<file path="config.mk">
export PLATFORM = sky130hd
export DESIGN_NAME = serial_subtractor_flat
export DESIGN_NICKNAME = d
export VERILOG_FILES = /design/src/rtl/serial_subtractor_if.sv /design/src/rtl/serial_subtractor.sv /design/src/flat_wrapper.sv
export SDC_FILE = /design/constraint.sdc
export NUM_CORES = 1
export LEC_CHECK = 0
export CAP_MARGIN = 20
export CELL_PAD_IN_SITES_DETAIL_PLACEMENT = 1
export CELL_PAD_IN_SITES_GLOBAL_PLACEMENT = 1
export CORE_UTILIZATION = 40
export CTS_CLUSTER_SIZE = 12
export DETAILED_ROUTE_END_ITERATION = 10
export PLACE_DENSITY_LB_ADDON = 0.15
export SYNTH_ARGS = -nofsm -noshare
export SYNTH_HDL_FRONTEND = slang
export SYNTH_SLANG_ARGS = --single-unit
</file>
<file path="constraint.sdc">
create_clock -name clk -period 4.21 [get_ports clk]
set_input_delay 0.842 -clock clk [delete_from_list [all_inputs] [get_ports clk]]
set_output_delay 0.842 -clock clk [all_outputs]
set_load 0.05 [all_outputs]
</file>
<file path="src/rtl/serial_subtractor_if.sv">
// ============================================================================
// serial_subtractor_if : start/busy/done handshake and operand/result bus
// Rev 1.0 : initial release
// ============================================================================
`default_nettype none

interface serial_subtractor_if #(
  parameter int WIDTH = 8
) ();
  logic             start;
  logic [WIDTH-1:0] a;
  logic [WIDTH-1:0] b;
  logic             borrow_in;
  logic             busy;
  logic             done;
  logic [WIDTH-1:0] diff;
  logic             borrow_out;

  modport master (
    output start, a, b, borrow_in,
    input  busy, done, diff, borrow_out
  );

  modport slave (
    input  start, a, b, borrow_in,
    output busy, done, diff, borrow_out
  );
endinterface

`default_nettype wire

</file>
<file path="src/rtl/serial_subtractor.sv">
// ============================================================================
// serial_subtractor : bit-serial a - b - borrow_in, LSB first, one borrow flop
// Rev 1.0 : initial release
// ============================================================================
`default_nettype none

module serial_subtractor #(
  parameter int WIDTH = 8
) (
  input  logic              clk,
  input  logic              rst_n,
  serial_subtractor_if.slave bus
);
  localparam int              CNT_W    = $clog2(WIDTH);
  localparam logic [CNT_W-1:0] LAST_BIT = CNT_W'(WIDTH - 1);

  typedef enum logic [1:0] {
    IDLE = 2'd0,
    BUSY = 2'd1,
    DONE = 2'd2
  } state_t;

  state_t           state_q, state_d;
  logic [WIDTH-1:0] a_sh_q, a_sh_d;
  logic [WIDTH-1:0] b_sh_q, b_sh_d;
  logic [WIDTH-2:0] result_q, result_d;
  logic [WIDTH-1:0] diff_q, diff_d;
  logic             brw_q, brw_d;
  logic             borrow_out_q, borrow_out_d;
  logic [CNT_W-1:0] cnt_q, cnt_d;

  logic             x_bit, y_bit, d_bit, brw_next;
  logic [WIDTH-1:0] shifted;

  // One full-subtractor cell; the new bit enters at the MSB of the partial result.
  always_comb begin
    x_bit    = a_sh_q[0];
    y_bit    = b_sh_q[0];
    d_bit    = x_bit ^ y_bit ^ brw_q;
    brw_next = (~x_bit & y_bit) | (~(x_bit ^ y_bit) & brw_q);
    shifted  = {d_bit, result_q};
  end

  always_comb begin
    state_d      = state_q;
    a_sh_d       = a_sh_q;
    b_sh_d       = b_sh_q;
    result_d     = result_q;
    diff_d       = diff_q;
    brw_d        = brw_q;
    borrow_out_d = borrow_out_q;
    cnt_d        = cnt_q;

    case (state_q)
      IDLE: begin
        if (bus.start) begin
          state_d = BUSY;
          a_sh_d  = bus.a;
          b_sh_d  = bus.b;
          brw_d   = bus.borrow_in;
          cnt_d   = '0;
        end
      end
      BUSY: begin
        a_sh_d   = a_sh_q >> 1;
        b_sh_d   = b_sh_q >> 1;
        brw_d    = brw_next;
        result_d = shifted[WIDTH-1:1];
        cnt_d    = cnt_q + 1'b1;
        if (cnt_q == LAST_BIT) begin
          state_d      = DONE;
          diff_d       = shifted;
          borrow_out_d = brw_next;
        end
      end
      DONE:    state_d = IDLE;
      default: state_d = IDLE;
    endcase
  end

  always_ff @(posedge clk or negedge rst_n) begin
    if (!rst_n) begin
      state_q      <= IDLE;
      a_sh_q       <= '0;
      b_sh_q       <= '0;
      result_q     <= '0;
      diff_q       <= '0;
      brw_q        <= 1'b0;
      borrow_out_q <= 1'b0;
      cnt_q        <= '0;
    end else begin
      state_q      <= state_d;
      a_sh_q       <= a_sh_d;
      b_sh_q       <= b_sh_d;
      result_q     <= result_d;
      diff_q       <= diff_d;
      brw_q        <= brw_d;
      borrow_out_q <= borrow_out_d;
      cnt_q        <= cnt_d;
    end
  end

  assign bus.busy       = (state_q == BUSY);
  assign bus.done       = (state_q == DONE);
  assign bus.diff       = diff_q;
  assign bus.borrow_out = borrow_out_q;
endmodule

`default_nettype wire

</file>
<file path="src/flat_wrapper.sv">
// flat-port wrapper written by rule: the top's interface ports become plain ports
module serial_subtractor_flat 
#(
  parameter int WIDTH = 8
)
  (clk, rst_n, bus_start, bus_a, bus_b, bus_borrow_in, bus_busy, bus_done, bus_diff, bus_borrow_out);
  serial_subtractor_if #(.WIDTH(WIDTH)) bus_i ();
  input  logic clk;
  input  logic rst_n;
  input wire logic [$bits(bus_i.start)-1:0] bus_start;
  input wire logic [$bits(bus_i.a)-1:0] bus_a;
  input wire logic [$bits(bus_i.b)-1:0] bus_b;
  input wire logic [$bits(bus_i.borrow_in)-1:0] bus_borrow_in;
  output wire logic [$bits(bus_i.busy)-1:0] bus_busy;
  output wire logic [$bits(bus_i.done)-1:0] bus_done;
  output wire logic [$bits(bus_i.diff)-1:0] bus_diff;
  output wire logic [$bits(bus_i.borrow_out)-1:0] bus_borrow_out;
  assign bus_i.start = bus_start;
  assign bus_i.a = bus_a;
  assign bus_i.b = bus_b;
  assign bus_i.borrow_in = bus_borrow_in;
  assign bus_busy = bus_i.busy;
  assign bus_done = bus_i.done;
  assign bus_diff = bus_i.diff;
  assign bus_borrow_out = bus_i.borrow_out;
  serial_subtractor #(.WIDTH(WIDTH)) u_core (.clk(clk), .rst_n(rst_n), .bus(bus_i));
endmodule
</file>
* Word level (Yosys, flattened, before mapping)
Cells that the tools add are included.
** Storage, ports and cells
- Register bits after elaboration :: 38
- Output and inout port bits :: 11
- Input bits :: 20
** Operators by class
- Mux-type cells :: 11
- Bitwise gates (word level) :: 7
- Reduce and logical (&&, ||, !) cells :: 5
- Equal/unequal tests :: 5
- Add/subtract/negate cells :: 1
** Operators by type and width (number)
- case mux 8 bit (2 select lines) :: 2
- two-way mux 8 bit :: 2
- case mux 3 bit (2 select lines) :: 1
- AND reduction 2 bit :: 3
- two-way mux 2 bit :: 2
- case mux 2 bit (2 select lines) :: 1
- adder 3 x 1 -> 3 bit (second input constant) :: 1
- equality test 3 bit (second input constant) :: 1
- two-way mux 3 bit :: 1
- bitwise AND 1 bit :: 2
- equality test 2 x 1 -> 1 bit (second input constant) :: 1
- equality test 2 bit (second input constant) :: 1
- logical NOT 2 bit :: 1
- inequality test 2 x 1 -> 1 bit (second input constant) :: 1
- inequality test 2 bit (second input constant) :: 1
- NOT 1 bit :: 2
- case mux 1 bit (2 select lines) :: 1
- nonzero test 2 bit :: 1
- bitwise XOR 1 bit :: 2
- two-way mux 1 bit :: 1
- bitwise OR 1 bit :: 1

* Depth between registers and ports, before layout
Gate-level depths: netlist of the first run.
- Word-level depth :: 5
- Gate-level depth with buffers :: 5

* Worst setup path after synthesis of the first run
No wires, ideal clock.
- Path kind :: register -> output
- From :: register u_core.state_q[1]
- To :: output port bus_done
- Slack :: 1918 ps
- Arrival time :: 1450 ps
- Cell stages (with the launch flop) :: 4
- Cell sequence :: dfrtp_1 buf_2 buf_4 nor2b_1
** On the way
- Word-level cells in the longest chain between the ends :: 1
** Ends and longest elaborated chain
- start, declared :: RTL line serial_subtractor.sv:23 : state_t state_q, state_d;
- start signal, assigned :: RTL line serial_subtractor.sv:92 : state_q <= state_d;
- equality test 2 bit :: RTL line serial_subtractor.sv:104 : assign bus.done = (state_q == DONE);
- end, declared :: RTL line flat_wrapper.sv:15 : output wire logic [$bits(bus_i.done)-1:0] bus_done;
Every way passes these cells.

* Worst setup path after layout of the first run
Ends and elaborated chain as after synthesis.

==> results of run 1 <==
-- worst max-delay path, stage by stage (launching register included) --
cell and delay [ns]:
dfrtp_1 0.98, nor2b_1 0.22, clkdlybuf4s50_1 0.81
-- cells in the final DEF (no fill, tap or decap), types with 2 or more instances in the layout --
cell type,n
bufinv_16,2
dfrtp_1,38
nor4b_1,15
buf_4,3
a211oi_1,11
nor2b_1,2
nor3b_1,11
inv_1,17
mux2_1,13
a22o_1,2
clkbuf_8,6
mux2_4,2
clkdlybuf4s50_1,29
a221oi_2,4
ha_1,2
-- sequential cells by signal (all words and copies together), names as in the netlist --
register / cells
u_core.b_sh_q: 8
u_core.a_sh_q: 8
u_core.result_q: 7
u_core.cnt_q: 3
u_core.bus.borrow_out: 1
u_core.bus.diff: 8
u_core.brw_q: 1
u_core.state_q: 2
-- cell type report --
cell class / instances / area, sq um
Clock buffer: 6 / 82.6
Clock inverter: 2 / 60.1
Fill cell: 443 / 1910
Inverter: 18 / 67.6
Multi-Input combinational cell: 73 / 691
Sequential cell: 38 / 951
Tap cell: 50 / 62.6
Timing Repair Buffer: 33 / 318
-- worst paths after layout --
check / to / startpoint / slack [ns]
worst min register to register: u_core.bus.diff[5] / u_core.bus.diff[5] / 0.49
worst min-delay path: u_core.bus.diff[5] / u_core.bus.diff[5] / 0.49
min in group asynchronous: u_core.bus.diff[0] / rst_n / 0.65
worst max register to register: u_core.bus.diff[4] / u_core.state_q[1] / 2.20
worst max-delay path: bus_done / u_core.state_q[1] / 1.07
max in group asynchronous: u_core.bus.diff[6] / rst_n / 3.03
-- kinds of logic after synthesis --
| kind of cell | count (synthesis) |
|---|---|
| compound gates | 21 |
| fa+ha+maj | 3 |
| buf+inv | 30 |
| flops | 38 |
| mux | 17 |
| simple gates | 32 |
-- per-stage QoR --
step	area [sq um]	utilization	cells	worst slack, ns
2_1_floorplan	1780	-	141	1.92
4_1_cts	2230	0.539	220	1.06
5_1_grt	2230	0.539	220	0.941
3_3_place_gp	2090	0.504	212	1.40
3_5_place_dp	2090	0.504	212	1.38
6_report	2230	0.539	220	1.07
-- report_power, final --
group	switching, W	leakage [nW]	internal, W
clock network	0.000133	0.0714	0.000253
registers	0.000110	0.453	0.000542
logic	0.000436	0.427	0.000343
total	0.000680	0.952	0.00114
-- per-layer routing --
layer / vias to the layer above / global-route usage / share of wire
met5: - / 0 / 0
met4: 0 / 0.0765 / 0.015
met3: 6 / 0.0444 / 0.034
met2: 23 / 0.287 / 0.51
met1: 612 / 0.230 / 0.45
li1: 561 / - / -
==> impl_metrics.yaml, run 1 <==
grt:
  grt_pass1_wl_microns: 5950
  antenna_found_initial: 0
  grt_use_total: 0.179
  grt_max_degree: 39
  grt_pass1_vias: 1200
  grt_overflow: 0
clock_tree:
  cts_max_path_buffers: 2
  cts.clk_slew.worst_paths_ns: 0.07
  cts_setup_buffers: 0
  cts.sinks: 38
  cts_tree: "built"
  cts_buffers: 5
  cts_root_buf: "clkbuf_8"
  h-tree-depth: 2
  clk_latency_ns: 0.29
  cts_resized: 0
  cts_hold_buf: 0
sta:
  final_max_slew_viol_count: 0
  tns_ns: 0
  fin_crit_ns: 3.14
  max_freq_ghz: 0.318
  finalHoldViolCount: 0
  grt_setup_unrepaired: "false"
  setup_violations: 0
  worst_pin_slew_ns: 0.973
  timing.final.crit_share: 0.746
  timing.hold.ws_ns: 0.491
  skew_ns: 0.00445
  slew_headroom: 0.352
route:
  wl_per_cell_microns: 16.5
  drc: 0
  drt_first_pass_iters: 4
  num_vias: 1202
  postRouteAntennaNets: 0
  viasPerCell: 5.46
  drt-initial-drc-count: 57
  wirelength_microns: 3630
synth:
  synthArstFlopShare: 1.00
  synth_area_sq_um: 1780
  synth-edff-count: 0
  synthFlopType: "dfrtp_1"
  yosys.area_share.xor_xnor: 0
  syn_inst: 141
  yosysSeqAreaShare: 0.533
  yosys.area.top_type_share: 0.533
  ys_top_cells_by_area: "dfrtp_1 53%, mux2_1 8.2%, nor4b_1 7.4%"
  syn-num-nets: 164
  post-synth-top-count-cell: "dfrtp_1"
  synth.area.mux_share: 0.111
  synth_cell_types: 28
  ys_ff_latch: 38
  synthAdderAreaFrac: 0.0253
  synth_top_family_by_area: "simple AND/OR/NAND/NOR gates"
  yosys.area.top_type: "dfrtp_1"
  synthTopCellsByCount: "38 x dfrtp_1, 17 x inv_1, 15 x nor4b_1, 13 x mux2_1"
  yosysWarnings: 0
  synth.avg_cell_area_sq_um: 12.6
  synth_simple_gate_area_share: 0.145
  synth-compound-area-share: 0.106
die:
  die-area_sq_um: 4730
  start_util: 0.430
  core_area_sq_um: 4140
  fp.dieW_microns: 68.8
  rows: 23
  num_io_pins: 31
  die_h_microns: 68.8
final_layout:
  drive_gt1_frac: 0.118
  fin_nets: 192
  diodes: 0
  area_growth_pct: 25.2
min_path:
  whs_path_depth: 1
  hold_path.class: "flop to flop"
worst_setup_path:
  setup.worst_path.end_class: "output port"
  path_class: "flop to output port"
  worstSetupStartpointType: "flop"
  cp.required_ns: 3.37
  worstRegToRegCells: 2
  arrival_ns: 2.30
  crit_fanout: 33
flow_run:
  maxCapViolations: 0
place:
  place.gp.congestion: 0.711
  port_buffers: 30
  dpl.hpwl_microns: 2430
power:
  peakVddDrop_v: 0.000259
  leakage_nw: 0.952
  power_w: 0.00182
  power.density_nw_per_um2: 814
outcome:
  outcome: "complete, no violations"
Note: power is estimated with default switching activity, not from simulation.
==> inputs of run 2 (changes only) <==
- clock period: 4.21 -> 3.11 ns (I/O delays scaled with it)
==> run 2 against run 1 <==
Net effect: highest routed layer unchanged; die area unchanged; critical endpoint unchanged; hold slack got worse by 0.060 ns; setup slack got worse by 0.17 ns; flip-flop and latch count unchanged; sequential share of layout area increased by 0.75 points; clock power decreased by 18%; combinational power increased by 42%; count of clock-buffer cells in the layout decreased by 1; via count unchanged; critical path type unchanged; register-to-register slack got worse by 0.86 ns.
==> impl_metrics.yaml, run 2 (same netlist as run 1, synthesis figures left out) <==
min_path:
  hold_path.class: "input pin to asynchronous set/reset pin"
clock_tree:
  h-tree-depth: 2
  cts_hold_buf: 0
  cts_buffers: 5
  cts_root_buf: "clkbuf_8"
  cts.clk_slew.worst_paths_ns: 0.07
  cts_tree: "built"
  cts_max_path_buffers: 2
  cts_setup_buffers: 0
  cts_resized: 0
  cts.sinks: 38
  clk_latency_ns: 0.29
worst_setup_path:
  cpMaxStageDelayCell: "clkdlybuf4s50_1"
  arrival_ns: 1.59
  worstSetupStartpointType: "flop"
  path_class: "flop to output port"
  slowest_delay_ns: 0.81
  cpLargestDelayFamily: "buffers and inverters"
  critical_path_buf_inv_count: 1
  cp.required_ns: 2.49
  cp_cell_sequence: "nor2b_1, clkdlybuf4s50_1"
  crit_fanout: 2
  startpoint: "u_core.state_q[0]"
  timing.rr.start: "u_core.state_q[1]"
  setup.worst_path.end_class: "output port"
final_layout:
  fillers: 442
  drive_gt1_frac: 0.129
  post-route-util: 0.529
  final_cell_mix: "38 x dfrtp_1, 28 x clkdlybuf4s50_1, 17 x inv_1"
  diodes: 0
  fin_nets: 194
  final_area_sq_um: 2190
  layout_commonest_cell: "dfrtp_1"
  area_growth_pct: 23.0
route:
  drc: 0
  wl_per_cell_microns: 16.1
  drt_first_pass_iters: 4
  postRouteAntennaNets: 0
  num_vias: 1202
  drt-initial-drc-count: 55
  wirelength_microns: 3560
  viasPerCell: 5.44
grt:
  grt_pass1_vias: 1279
  grt_overflow: 0
  antenna_found_initial: 0
  grt_max_degree: 39
  grt_pass1_wl_microns: 5800
  grt_use_total: 0.174
sta:
  setup_violations: 0
  skew_ns: 0.00386
  max_freq_ghz: 0.452
  final_max_slew_viol_count: 0
  grt_setup_unrepaired: "false"
  tns_ns: 0
  slew_headroom: 0.448
  fin_crit_ns: 2.21
  timing.final.crit_share: 0.712
  finalHoldViolCount: 0
  fin_ws_ns: 0.897
  worst_pin_slew_ns: 0.828
place:
  place_ws_ns: 0.881
  place.gp.congestion: 0.691
  dpl.hpwl_microns: 2390
  port_buffers: 30
  placed_area_sq_um: 2110
power:
  p_sw_frac: 0.398
  p_switching_w: 0.000908
  leakage_nw: 0.941
  peakVddDrop_v: 0.000357
  intPower_w: 0.00138
  seqPwrFrac: 0.377
  power_w: 0.00228
  power.density_nw_per_um2: 1040
  p_clk_frac: 0.138
  combinationalPowerShare: 0.485
die:
  die-area_sq_um: 4730
  core_area_sq_um: 4140
  start_util: 0.430
  die_h_microns: 68.8
  num_io_pins: 31
  rows: 23
  fp.dieW_microns: 68.8
outcome:
  outcome: "complete, no violations"
flow_run:
  maxCapViolations: 0
-- run 2: changes by cell type in the layout (fill, tap and decap cells not counted) --
cell             delta
buf_12              +1
clkbuf_8            -1
buf_4               +2
clkinv_2            +2
bufinv_16           -2
clkdlybuf4s50_1     -1
-- run 2: power by group through the flow --
stage | Combinational [W] | Sequential (W) | Clock, W
final | 0.00111 | 0.000860 | 0.000315
after global routing | 0.00120 | 0.000894 | 0.000343
after CTS | 0.00113 | 0.000866 | 0.000325
after detailed placement | 0.00112 | 0.000873 | 0
after global placement | 0.00107 | 0.000854 | 0
after floorplan | 0.000615 | 0.00105 | 0
-- run 2: routing by layer --
metal / up-vias / wire length [microns] / track usage
li1: 560 / - / -
met1: 612 / 1540 / 0.193
met2: 23 / 1840 / 0.311
met3: 7 / 115 / 0.0395
met4: 0 / 71 / 0.0842
met5: - / 0 / 0
-- run 2: stage by stage --
stage                     instances  hold slack [ns]
after floorplan                 141            0.326
after global placement          214            0.461
after detailed placement        214            0.467
after CTS                       221            0.461
after global routing            221            0.509
final                           221            0.431
-- run 2: final timing paths --
path	slack, ns	to	cells past startpoint
setup / recovery	0.90	bus_done	2
hold / removal	0.43	u_core.bus.diff[0]	1
setup reg to reg	1.34	u_core.bus.diff[4]	3
hold reg to reg	0.48	u_core.result_q[0]	1
max in group asynchronous	2.16	u_core.b_sh_q[7]	1
min in group clk	0.48	u_core.result_q[0]	1
-- run 2: cell type report --
class	count	area (sq um)	share of cell area
well taps	50	62.6	0.0285
clock inverters	2	10.0	0.00456
multi-input cells	73	691	0.315
repair buffers	35	343	0.156
clock buffers	5	68.8	0.0314
flip-flops and latches	38	951	0.434
inverters	18	67.6	0.0308
